===== src/rtl/imp_seq_pkg.sv =====
// imp_seq_pkg: shared widths and FSM state type for the pulse sequencer
package imp_seq_pkg;
  localparam int TIME_W = 64;
  localparam int FREQ_W = 48;
  localparam int INT_W  = 32;
  localparam int CNT_W  = 16;
  typedef enum logic [1:0] {IDLE, ARMED, RUN, FIN} state_t;
endpackage


===== src/rtl/imp_phase_cnt.sv =====
// imp_phase_cnt: per-pulse phase counter with registered GATE/BLANK windows
module imp_phase_cnt
  import imp_seq_pkg::*;
(
  input  logic             clk,
  input  logic             rst_n,
  input  logic             run,
  input  logic             run_nxt,
  input  logic             clk_en,
  input  logic [INT_W-1:0] ti,
  input  logic [INT_W-1:0] tp,
  input  logic [INT_W-1:0] tb1,
  input  logic [INT_W-1:0] tb2,
  output logic             wrap,
  output logic             gate,
  output logic             blank
);
  logic [INT_W-1:0] ph, ph_d;
  logic [INT_W:0]   blank_end;
  assign wrap      = run && clk_en && ph == tp - 1'b1;
  assign blank_end = {1'b0, ti} + {1'b0, tb2};
  // phase counts clk_en ticks while staying in RUN and parks at zero otherwise
  always_comb ph_d = (run && run_nxt) ? (clk_en ? (wrap ? '0 : ph + 1'b1) : ph) : '0;
  // windows are evaluated on the next phase so they are valid in the first RUN cycle
  always_ff @(posedge clk or negedge rst_n)
    if (!rst_n) begin
      ph    <= '0;
      gate  <= 1'b0;
      blank <= 1'b0;
    end else begin
      ph    <= ph_d;
      gate  <= run_nxt && ph_d < ti;
      blank <= run_nxt && (ph_d < tb1 || (ph_d >= ti && {1'b0, ph_d} < blank_end));
    end
endmodule


===== src/rtl/imp_sequencer.sv =====
// imp_sequencer: timed pulse-train sequencer with per-pulse frequency stepping
module imp_sequencer
  import imp_seq_pkg::*;
(
  input  logic              clk,
  input  logic              rst_n,
  input  logic              clk_en,
  input  logic              SPI_WR,
  input  logic [TIME_W-1:0] SYS_TIME,
  input  logic [TIME_W-1:0] TIME_START,
  input  logic [CNT_W-1:0]  N_impulse,
  input  logic [7:0]        TYPE_impulse,
  input  logic [INT_W-1:0]  Interval_Ti,
  input  logic [INT_W-1:0]  Interval_Tp,
  input  logic [INT_W-1:0]  Tblank1,
  input  logic [INT_W-1:0]  Tblank2,
  input  logic [FREQ_W-1:0] FREQ,
  input  logic [FREQ_W-1:0] FREQ_STEP,
  output logic              GATE,
  output logic              BLANK,
  output logic [FREQ_W-1:0] FREQ_OUT,
  output logic              FREQ_UPD,
  output logic [CNT_W-1:0]  IMP_CNT,
  output logic              BUSY,
  output logic              DONE
);
  state_t state, state_d;
  logic [TIME_W-1:0] start_q;
  logic [CNT_W-1:0]  n_q;
  logic              type_q;
  logic [INT_W-1:0]  ti_q, tp_q, tb1_q, tb2_q;
  logic [FREQ_W-1:0] freq_q, step_q;
  logic ok, start, step, last, wrap, unused_type;
  assign unused_type = ^TYPE_impulse[7:1];
  assign ok   = N_impulse != '0 && Interval_Tp != '0;
  assign last = IMP_CNT == n_q - 1'b1;
  assign BUSY = state == ARMED || state == RUN;
  assign DONE = state == FIN;
  // a new parameter write always wins, aborting whatever is in flight
  always_comb begin
    state_d = state;
    start   = 1'b0;
    step    = 1'b0;
    if (SPI_WR) state_d = ok ? ARMED : IDLE;
    else if (state == ARMED && SYS_TIME >= start_q) begin
      state_d = RUN;
      start   = 1'b1;
    end else if (wrap) begin
      state_d = last ? FIN : RUN;
      step    = !last;
    end else if (state == FIN) state_d = IDLE;
  end
  // state register
  always_ff @(posedge clk or negedge rst_n)
    if (!rst_n) state <= IDLE;
    else state <= state_d;
  // parameter shadow copies plus pulse index and frequency word
  always_ff @(posedge clk or negedge rst_n)
    if (!rst_n) begin
      start_q  <= '0;
      n_q      <= '0;
      type_q   <= 1'b0;
      ti_q     <= '0;
      tp_q     <= '0;
      tb1_q    <= '0;
      tb2_q    <= '0;
      freq_q   <= '0;
      step_q   <= '0;
      IMP_CNT  <= '0;
      FREQ_OUT <= '0;
      FREQ_UPD <= 1'b0;
    end else begin
      if (SPI_WR) begin
        start_q <= TIME_START;
        n_q     <= N_impulse;
        type_q  <= TYPE_impulse[0];
        ti_q    <= Interval_Ti;
        tp_q    <= Interval_Tp;
        tb1_q   <= Tblank1;
        tb2_q   <= Tblank2;
        freq_q  <= FREQ;
        step_q  <= FREQ_STEP;
      end
      if (start) begin
        IMP_CNT  <= '0;
        FREQ_OUT <= freq_q;
      end else if (step) begin
        IMP_CNT  <= IMP_CNT + 1'b1;
        FREQ_OUT <= type_q ? FREQ_OUT + step_q : FREQ_OUT;
      end
      FREQ_UPD <= start || (step && type_q);
    end
  imp_phase_cnt u_phase (
    .clk     (clk),
    .rst_n   (rst_n),
    .run     (state == RUN),
    .run_nxt (state_d == RUN),
    .clk_en  (clk_en),
    .ti      (ti_q),
    .tp      (tp_q),
    .tb1     (tb1_q),
    .tb2     (tb2_q),
    .wrap    (wrap),
    .gate    (GATE),
    .blank   (BLANK)
  );
endmodule


===== config.mk =====
export PLATFORM = sky130hd
export DESIGN_NAME = imp_sequencer
export DESIGN_NICKNAME = d
export VERILOG_FILES = /design/src/rtl/imp_seq_pkg.sv /design/src/rtl/imp_phase_cnt.sv /design/src/rtl/imp_sequencer.sv
export SDC_FILE = /design/constraint.sdc
export NUM_CORES = 1
export LEC_CHECK = 0
export ABC_AREA = 0
export CORE_AREA = 2 2 229 231
export CTS_BUF_LIST = sky130_fd_sc_hd__clkbuf_4
export CTS_CLUSTER_SIZE = 20
export DETAILED_ROUTE_END_ITERATION = 8
export DIE_AREA = 0 0 231 233
export GPL_TIMING_DRIVEN = 1
export HOLD_SLACK_MARGIN = 0.15
export PLACE_DENSITY = 0.84
export SKIP_LAST_GASP = 1
export SLEW_MARGIN = 20
export SYNTH_ARGS = -nofsm -noshare
export SYNTH_HDL_FRONTEND = slang
export SYNTH_SLANG_ARGS = --single-unit

===== constraint.sdc =====
create_clock -name clk -period 12.6 [get_ports clk]
set_input_delay 1.26 -clock clk [delete_from_list [all_inputs] [get_ports clk]]
set_output_delay 1.26 -clock clk [all_outputs]
set_load 0.05 [all_outputs]

==> results of run 1 <==
critical path, cell delays in order (launching register included):
cell and delay, ns:
dfrtp_1 0.43, nor3_1 0.58, nand3_1 0.52, or4_1 0.71
o2bb2ai_1 0.20, or4b_4 0.50, nor4_4 0.36, a211oi_1 0.23
nand2_1 0.12, buf_4 0.32, nor2_1 0.21, ha_1 0.35
a21o_1 0.18, a21o_1 0.18, a21o_1 0.18, a21o_1 0.18
a21o_1 0.17, a21o_1 0.16, a21oi_1 0.13, or3_1 0.13
a31oi_1 0.15, a311oi_1 0.29, a21oi_1 0.10, o22ai_1 0.14
metrics by stage:
stage          utilization, %  worst slack (ns)  hold WS, ns
5_1_grt                  62.4              5.47        0.400
3_5_place_dp             59.6              5.34        0.471
3_3_place_gp             59.6              5.46        0.449
4_1_cts                  62.3              6.01        0.341
2_1_floorplan               -              6.84        0.435
6_report                 62.4              5.93        0.398
cell usage after synthesis (9+ instances only):
master and count:
clkbuf_1 81, dfrtp_1 406, mux2i_1 36, o21a_1 16
xnor2_1 86, o21bai_1 11, and3_1 23, nor2_1 162
xor2_1 78, nand3b_1 10, mux2_2 173, and2_1 10
or2_2 17, a211oi_1 11, or3_1 14, o211ai_1 10
nand2_1 255, a21o_1 87, nor2b_1 19, a21oi_1 146
a31oi_1 14, nand4_1 59, o21ai_0 228, nor3_1 48
nor4_1 30, or4_1 10, inv_1 174, o31ai_1 9
ha_1 239, nand2b_1 22, nand3_1 64
power breakdown:
part           total [uW]  internal [uW]  switching (uW)  leakage [uW]
clock                1200            609             587      0.000827
sequential           1600           1460             133       0.00495
combinational        1720            724             996       0.00869
total                4510           2800            1720        0.0145
metal layers:
metal | up-vias | wire (um) | track usage, %
met5 | - | 100 | 0
met4 | 14 | 3730 | 15.5
met3 | 215 | 5400 | 7.57
met2 | 716 | 35600 | 46.2
met1 | 10500 | 29600 | 32.4
li1 | 10500 | - | -
worst max path at each step:
stage                                   start                 endpoint
after global placement            SYS_TIME[0]  u_phase.blank$_DFF_PN0_
final                     tp_q[2]$_DFFE_PN0P_  u_phase.blank$_DFF_PN0_
after detailed placement          SYS_TIME[0]  u_phase.blank$_DFF_PN0_
after floorplan                  SYS_TIME[49]  u_phase.blank$_DFF_PN0_
after global routing      tp_q[2]$_DFFE_PN0P_  u_phase.blank$_DFF_PN0_
after CTS                 tp_q[2]$_DFFE_PN0P_  u_phase.blank$_DFF_PN0_
cell type report:
| type | count | area [um2] |
|---|---|---|
| Fill cell | 4136 | 19200 |
| Inverter | 174 | 653 |
| Antenna cell | 16 | 40.0 |
| Tap cell | 680 | 851 |
| Clock buffer | 162 | 1220 |
| Multi-Input combinational cell | 1992 | 14200 |
| Timing Repair Buffer | 458 | 4550 |
| Clock inverter | 31 | 174 |
| Sequential cell | 406 | 10200 |
sequential cells by signal (all words and copies together) (netlist names):
name and count:
u_phase.blank 1, tb2_q 32, u_phase.gate 1, tp_q 32, n_q 16, FREQ_OUT 48
freq_q 48, step_q 48, start_q 64, IMP_CNT 16, ti_q 32, type_q 1
u_phase.ph 32, tb1_q 32, state 2, FREQ_UPD 1
cells by family after synthesis:
| kind of cell | synth area share, % |
|---|---|
| XOR/XNOR | 5.66 |
| adder cells (fa/ha/maj) | 12.0 |
| AO/OA/AOI/OAI | 14.5 |
| flip-flops | 40.0 |
| AND/OR/NAND/NOR | 14.7 |
| multiplexers | 9.09 |
| buffers and inverters | 3.97 |
==> flow_metrics.tcl, run 1 <==
set metrics [dict create \
    finalHoldViolCount 0 \
    final_common_cell "clkdlybuf4s50_1" \
    ys_warn_count 0 \
    antenna_left 0 \
    dr_total_vias 21900 \
    fin_cells 3919 \
    r2r-end "u_phase.blank$_DFF_PN0_" \
    fin_nets 3764 \
    synth_top_area_cell "dfrtp_1" \
    clk_latency_ns 0.92 \
    htree_levels 3 \
    gp_congestion 0.935 \
    leakage_uw 0.0145 \
    syn-cell-area_mm2 0.0254 \
    grt_usage_pct 27.7 \
    rsz0062_at_grt "no" \
    async_flop_share_pct 100 \
    avgSynthCellArea_um2 9.54 \
    hpwl_um 56200 \
    synth_edf_count 0 \
    required_ns 13.38 \
    die_area_mm2 0.0538 \
    grt_max_degree 113 \
    netlist_instances 2662 \
    r2r_cells 23 \
    timing.final.crit_share_pct 53.0 \
    cts_tree "yes" \
    antenna_found_initial 22 \
    die_h_um 233 \
    synth_cell_types 78 \
    cts_sinks 406 \
    ys_seq_elements 406 \
    max-cap-violations 0 \
    vias_per_cell 5.60 \
    startpoint_type "register" \
    skew_ns 0.0760 \
    root_buffer "clkbuf_4" \
    cts_buffer_depth 3 \
    coreArea_mm2 0.0511 \
    crit_arrival_ns 7.46 \
    yosys-top-cells-area "dfrtp_1 40%, ha_1 12%, mux2_2 7.7%" \
    r2r_slack_ns 5.93 \
    hold_buffers 0 \
    routed_wl_um 74500 \
    tightestPinTransition_ns 1.09 \
    place_inst 3710 \
    overflow 0 \
    reg2reg_from "tp_q[2]$_DFFE_PN0P_" \
    placed_cell_area_mm2 0.0305 \
    finalMaxSlewViolations 0 \
    power.density_mw_per_mm2 142 \
    yosysSeqAreaShare_pct 40.0 \
    tns_ns 0 \
    wl_per_cell_um 19.0 \
    setup_violations 0 \
    outcome "finished, final reports clean" \
    layout_common_cells "439 x clkdlybuf4s50_1, 406 x dfrtp_1, 255 x nand2_1, 239 x ha_1, 228 x o21ai_0" \
    end_kind "register" \
    grt_pass1_vias 22300 \
    post-cts-setup-buffers 0 \
    period_needed_ns 6.67 \
    yosys.area.top_type_share_pct 40.0 \
    grt_first_pass_wirelength_um 117000 \
    die_x_um 231 \
    area.growth.synth_to_final_pct 25.6 \
    pin_count 449 \
    post_cts_resized 0 \
    synthFlopType "dfrtp_1" \
    first_pass_iters 6 \
    final_area_mm2 0.0319 \
    worstPathMaxFanout 33 \
    vdd_ir_drop_max_uv 141 \
    drc 0 \
    initial_core_util_pct 49.7 \
    hold_path.class "input pin to asynchronous set/reset pin" \
    total_power_uw 4510 \
    critical_path_class "register to register" \
    max_clock_freq_mhz 150 \
    drive_gt1_share_pct 12.3 \
    drtIter0Drc 1440 \
    numCtsBuffers 111 \
    std_cell_rows 83 \
    max-slew-margin-rel_pct 27.2 \
    path_clk_slew_ns 0.07 \
    portBuffers 441 \
    synth_nets 3283 \
]
(Power assumes the default switching activity.)
==> run 2, diff against run 1 <==
--- a/config.mk
+++ b/config.mk
@@ -13,7 +13,7 @@
 export DIE_AREA = 0 0 231 233
 export GPL_TIMING_DRIVEN = 1
 export HOLD_SLACK_MARGIN = 0.15
-export PLACE_DENSITY = 0.84
+export PLACE_DENSITY = 0.87
 export SKIP_LAST_GASP = 1
 export SLEW_MARGIN = 20
 export SYNTH_ARGS = -nofsm -noshare
==> constraint.sdc (replaced) <==
create_clock -name clk -period 5.4 [get_ports clk]
set_input_delay 0.54 -clock clk [delete_from_list [all_inputs] [get_ports clk]]
set_output_delay 0.54 -clock clk [all_outputs]
set_load 0.05 [all_outputs]
==> run 2 against run 1 <==
Cell area grew 4.4%. Sequential share of layout area shrank 1.3 points. Hold slack lost 0.16 ns. First-iteration DRC count grew 7.9%. Largest power group unchanged. Sequential power grew 130%. Fmax grew 28%. Total power grew 140%. Via count grew 5.5%. Die area is the same. Cell count grew 3.4%. Clock power grew 130%. Clock skew grew 0.0069 ns.
==> flow_metrics.tcl, run 2 (synthesis results as in run 1) <==
set metrics [dict create \
    coreArea_mm2 0.0511 \
    multiInputGateArea_mm2 0.0145 \
    end_kind "register" \
    area.growth.synth_to_final_pct 31.1 \
    portBuffers 441 \
    initial_core_util_pct 49.7 \
    fin_nets 3913 \
    antenna_left 0 \
    largest_reg_flops 64 \
    path_clk_slew_ns 0.07 \
    skew_ns 0.0829 \
    first_pass_iters 6 \
    die_x_um 231 \
    cts_sinks 406 \
    final_common_cell "clkdlybuf4s50_1" \
    timing.final.crit_share_pct 96.4 \
    drtIter0Drc 1554 \
    fin_cells 4054 \
    critical_path_class "register to register" \
    hold_path.class "input pin to register" \
    final.setup.worst_slack_ns 0.193 \
    root_buffer "clkbuf_4" \
    place_ws_ns -0.988 \
    tightestPinTransition_ns 0.929 \
    internal-power_uw 6610 \
    vdd_ir_drop_max_uv 318 \
    p_sw_share_pct 38.7 \
    die_h_um 233 \
    overflow 0 \
    power.density_mw_per_mm2 323 \
    leakage_uw 0.0152 \
    vias_per_cell 5.71 \
    setup_violations 0 \
    grt_max_degree 135 \
    layout_common_cells "439 x clkdlybuf4s50_1, 403 x dfrtp_1, 253 x nand2_1, 237 x ha_1, 220 x o21ai_0" \
    max-cap-violations 0 \
    pin_count 449 \
    routed_wl_um 81700 \
    outcome "finished, final reports clean" \
    max_clock_freq_mhz 192 \
    wl_per_cell_um 20.1 \
    cts_buffer_depth 3 \
    seq_area_mm2 0.0102 \
    clk_latency_ns 0.91 \
    hpwl_um 60300 \
    grt_first_pass_wirelength_um 127000 \
    finalHoldViolCount 0 \
    htree_levels 3 \
    worstPathMaxFanout 5 \
    numCtsBuffers 111 \
    nFillCells 3921 \
    power_frac_seq_pct 34.7 \
    grt_usage_pct 30.1 \
    grt_pass1_vias 23800 \
    gp_congestion 0.954 \
    max-slew-margin-rel_pct 37.6 \
    p_clk_share_pct 25.9 \
    die_area_mm2 0.0538 \
    required_ns 6.15 \
    startpoint_type "register" \
    crit_arrival_ns 5.96 \
    combPwrFrac_pct 39.4 \
    drc 0 \
    std_cell_rows 83 \
    drive_gt1_share_pct 16.3 \
    antenna_found_initial 23 \
    place_inst 3827 \
    dr_total_vias 23200 \
    period_needed_ns 5.21 \
    top_register "start_q" \
    p_sw_uw 4170 \
    finalMaxSlewViolations 0 \
    cts_tree "yes" \
]
-- run 2: worst paths after layout --
path	endpoint	cells past startpoint	slack, ns	from
worst min register to register	FREQ_OUT[41]$_DFFE_PN0P_	2	0.46	freq_q[41]$_DFFE_PN0P_
max in group asynchronous	freq_q[40]$_DFFE_PN0P_	3	3.83	rst_n
worst max register to register	u_phase.blank$_DFF_PN0_	24	0.19	tp_q[15]$_DFFE_PN0P_
worst min-delay path	step_q[1]$_DFFE_PN0P_	3	0.23	FREQ_STEP[1]
worst max-delay path	u_phase.blank$_DFF_PN0_	24	0.19	tp_q[15]$_DFFE_PN0P_
min in group asynchronous	ti_q[10]$_DFFE_PN0P_	2	0.31	rst_n
-- run 2: final cells by class --
type                            instances  area share (%)
Multi-Input combinational cell       1992            43.5
Sequential cell                       406            30.5
Timing Repair Buffer                  607            17.4
Clock buffer                          154            3.47
Tap cell                              680            2.55
Inverter                              174            1.96
Clock inverter                         27           0.507
Antenna cell                           14           0.105
-- run 2: stage by stage --
step	instance area [um2]	util, %	hold WS, ns	power, uW	TNS, ns
final	33300	65.2	0.233	10800	0
after global routing	33300	65.2	0.171	11400	-0.0851
after CTS	33000	64.5	0.150	10700	0
after detailed placement	31400	61.4	0.470	7860	-1.91
after global placement	31400	61.4	0.448	7740	-1.37
after floorplan	25400	-	0.244	6380	0
-- run 2: power by group through the flow --
stage | Clock, uW | Combinational, uW | Sequential (uW)
after global routing | 3010 | 4600 | 3770
after global placement | 0 | 4000 | 3740
after CTS | 2840 | 4160 | 3710
after detailed placement | 0 | 4100 | 3760
after floorplan | 0 | 2180 | 4210
final | 2790 | 4250 | 3730
-- run 2: per-layer routing --
metal | global-route usage [%] | vias up | wire (um)
met5 | 0 | - | 134
met4 | 16.8 | 20 | 4640
met3 | 8.71 | 305 | 6410
met2 | 50.9 | 1007 | 39200
met1 | 34.1 | 11000 | 31300
li1 | - | 10800 | -
-- run 2: repair_timing --
item	in CTS	in global routing
setup buffers	0	8
hold endpoints to repair	151	0
pin swaps	1	20
hold buffers	24	0
resized for setup	11	53
endpoints found under the setup margin	2	2
-- run 2: critical path, stage by stage, from the launching register on --
cell and delay [ns]:
dfrtp_2 0.46, nor4_4 0.34, nand2_2 0.14, buf_4 0.16
or4_1 0.46, a21oi_1 0.16, o31a_1 0.25, nor4_4 0.07
buf_4 0.17, a211oi_4 0.38, nand2_4 0.14, buf_4 0.15
nor2_1 0.17, ha_1 0.27, and4_1 0.17, a221o_1 0.36
a21o_1 0.18, a21o_1 0.17, a21oi_1 0.15, o31ai_1 0.08
a21o_1 0.19, a21o_1 0.20, nand2b_1 0.07, o211a_1 0.13
o22ai_1 0.05
==> run 3, diff against run 2 <==
--- a/config.mk
+++ b/config.mk
@@ -13,7 +13,7 @@
 export DIE_AREA = 0 0 231 233
 export GPL_TIMING_DRIVEN = 1
 export HOLD_SLACK_MARGIN = 0.15
-export PLACE_DENSITY = 0.87
+export PLACE_DENSITY = 0.84
 export SKIP_LAST_GASP = 1
 export SLEW_MARGIN = 20
 export SYNTH_ARGS = -nofsm -noshare
==> constraint.sdc (replaced) <==
create_clock -name clk -period 5.6 [get_ports clk]
set_input_delay 0.56 -clock clk [delete_from_list [all_inputs] [get_ports clk]]
set_output_delay 0.56 -clock clk [all_outputs]
set_load 0.05 [all_outputs]
==> run 3 against run 2 <==
Sequential cell count did not move. Combinational power fell by 6.4%. Wire length fell by 4.9%. Global-route usage fell by 1.3 points. Hold slack got worse by 0.0022 ns. Core utilization fell by 1.0 points. Worst setup slack improved by 0.028 ns. Die area did not move. Critical path type unchanged. Critical endpoint unchanged. Highest routed layer unchanged.
==> flow_metrics.tcl, run 3 (synthesis results as in run 1) <==
set metrics [dict create \
    overflow 0 \
    place_ws_ns -0.782 \
    reg2reg_from "tp_q[10]$_DFFE_PN0P_" \
    worstPathMaxFanout 6 \
    path_clk_slew_ns 0.07 \
    finalMaxSlewViolations 0 \
    drc 0 \
    root_buffer "clkbuf_4" \
    fin_nets 3858 \
    r2r-end "u_phase.blank$_DFF_PN0_" \
    grt_pass1_vias 23000 \
    coreArea_mm2 0.0511 \
    wl_met2_um 38400 \
    wl_met1_um 30800 \
    cts_buffer_depth 3 \
    max-cap-violations 0 \
    vdd_ir_drop_max_uv 270 \
    p_sw_uw 3930 \
    dr_total_vias 22400 \
    numCtsBuffers 108 \
    outcome "finished, final reports clean" \
    end_kind "register" \
    top_register "start_q" \
    power_frac_seq_pct 35.0 \
    timing.final.crit_share_pct 96.1 \
    portBuffers 441 \
    leakage_uw 0.0149 \
    vias_per_cell 5.60 \
    startpoint_type "register" \
    combPwrFrac_pct 38.8 \
    critical_path_class "register to register" \
    crit_arrival_ns 6.20 \
    rsz0062_at_grt "no" \
    finish.utilization_pct 64.1 \
    die_h_um 233 \
    required_ns 6.42 \
    drive_gt1_share_pct 15.1 \
    tns_ns 0 \
    final_common_cell "clkdlybuf4s50_1" \
    grt_first_pass_wirelength_um 121000 \
    r2r_cells 23 \
    layout_common_cells "439 x clkdlybuf4s50_1, 405 x dfrtp_1, 254 x nand2_1, 239 x ha_1, 226 x o21ai_0" \
    clk_latency_ns 0.93 \
    htree_levels 3 \
    drtIter0Drc 1291 \
    r2r_slack_ns 0.22 \
    antenna_left 0 \
    p_sw_share_pct 38.3 \
    wl_per_cell_um 19.4 \
    antenna_found_initial 21 \
    gp_congestion 0.954 \
    total_power_uw 10300 \
    finalHoldViolCount 0 \
    grt_usage_pct 28.7 \
    cts_tree "yes" \
    pin_count 449 \
    internal-power_uw 6340 \
    area.growth.synth_to_final_pct 29.1 \
    tightestPinTransition_ns 1.11 \
    std_cell_rows 83 \
    hpwl_um 59200 \
    hold_path.class "input pin to asynchronous set/reset pin" \
    die_area_mm2 0.0538 \
    setup_violations 0 \
    initial_core_util_pct 49.7 \
    cts_sinks 406 \
    power.density_mw_per_mm2 313 \
    maxUsedRoutingLayer "met5" \
    p_clk_share_pct 26.2 \
    grt_max_degree 180 \
    largest_reg_flops 64 \
    max-slew-margin-rel_pct 26.2 \
    routed_wl_um 77700 \
    wl_met3_um 5350 \
    final.setup.worst_slack_ns 0.221 \
    period_needed_ns 5.38 \
    die_x_um 231 \
    first_pass_iters 7 \
    max_clock_freq_mhz 186 \
    skew_ns 0.0839 \
]
==> run 3: cell count changes in the layout (fill, tap and decap cells not counted), moves of 3 or more <==
cell	before	now
buf_4	136	107
dlygate4sd3_1	24	2
o21ai_0	220	226
o21ai_1	9	3
nor2_1	155	160
a21oi_1	140	144
a21oi_2	6	2
clkinv_1	20	24
nor2_2	4	0
nor4_2	1	4
nor4_4	5	2
==> run 3: layer usage <==
| layer | GRT usage (%) | up-vias |
|---|---|---|
| met4 | 11.7 | 20 |
| met5 | 0 | - |
| li1 | - | 10700 |
| met1 | 33.3 | 10800 |
| met3 | 7.94 | 229 |
| met2 | 50.0 | 709 |
==> run 3: timing repair <==
item	in CTS	in global routing
hold buffers	2	0
setup buffers	0	3
resized for setup	3	26
endpoints found under the setup margin	1	2
endpoints found under the hold margin	103	0
pin swaps	0	12
==> run 3: final cells by class <==
cell class	instances	area [um2]
Sequential cell	406	10200
Tap cell	680	851
Clock buffer	153	1150
Clock inverter	35	221
Inverter	174	653
Timing Repair Buffer	555	5340
Fill cell	4150	18300
Antenna cell	14	35.0
Multi-Input combinational cell	1992	14400
==> run 3: worst max path at each step <==
stage,start,to,slack [ns],depth (start not counted)
after detailed placement,SYS_TIME[49],u_phase.blank$_DFF_PN0_,-0.78,25
after CTS,start_q[49]$_DFFE_PN0P_,u_phase.blank$_DFF_PN0_,0.06,25
after global routing,tp_q[14]$_DFFE_PN0P_,u_phase.blank$_DFF_PN0_,0.004,23
final,tp_q[10]$_DFFE_PN0P_,u_phase.blank$_DFF_PN0_,0.22,23
after floorplan,tp_q[9]$_DFFE_PN0P_,u_phase.blank$_DFF_PN0_,0.20,25
after global placement,SYS_TIME[49],u_phase.blank$_DFF_PN0_,-0.62,25
==> run 3: critical path: stages, from the launching register on <==
cell	delay (ns)
dfrtp_2	0.43
or3_4	0.43
or3_1	0.38
a2111o_1	0.38
nand2_1	0.08
or4b_4	0.47
nor4_4	0.38
a211oi_4	0.15
nand2_2	0.17
buf_4	0.16
nor2_1	0.09
ha_1	0.34
a21o_1	0.18
a21o_1	0.18
a21o_1	0.17
a21o_1	0.17
a21o_1	0.17
a21oi_1	0.14
nor2b_1	0.06
o21ai_1	0.18
a21oi_2	0.11
nor3_2	0.21
o21ai_1	0.09
o22ai_1	0.17
==> run 3: power by group through the flow <==
stage / registers, uW / clock network (uW) / logic, uW
global route: 3630 / 2900 / 4340
finish: 3590 / 2690 / 3980
global placement: 3620 / 0 / 3840
detailed placement: 3630 / 0 / 3910
CTS: 3580 / 2740 / 3950
floorplan: 4060 / 0 / 2100
==> run 3: through the flow <==
| step | hold WS (ns) | cell area (um2) | cells |
|---|---|---|---|
| global route | 0.177 | 32800 | 4008 |
| finish | 0.231 | 32800 | 4009 |
| global placement | 0.448 | 31200 | 3802 |
| CTS | 0.157 | 32600 | 3992 |
| detailed placement | 0.455 | 31200 | 3802 |
| floorplan | 0.264 | 25400 | 2662 |
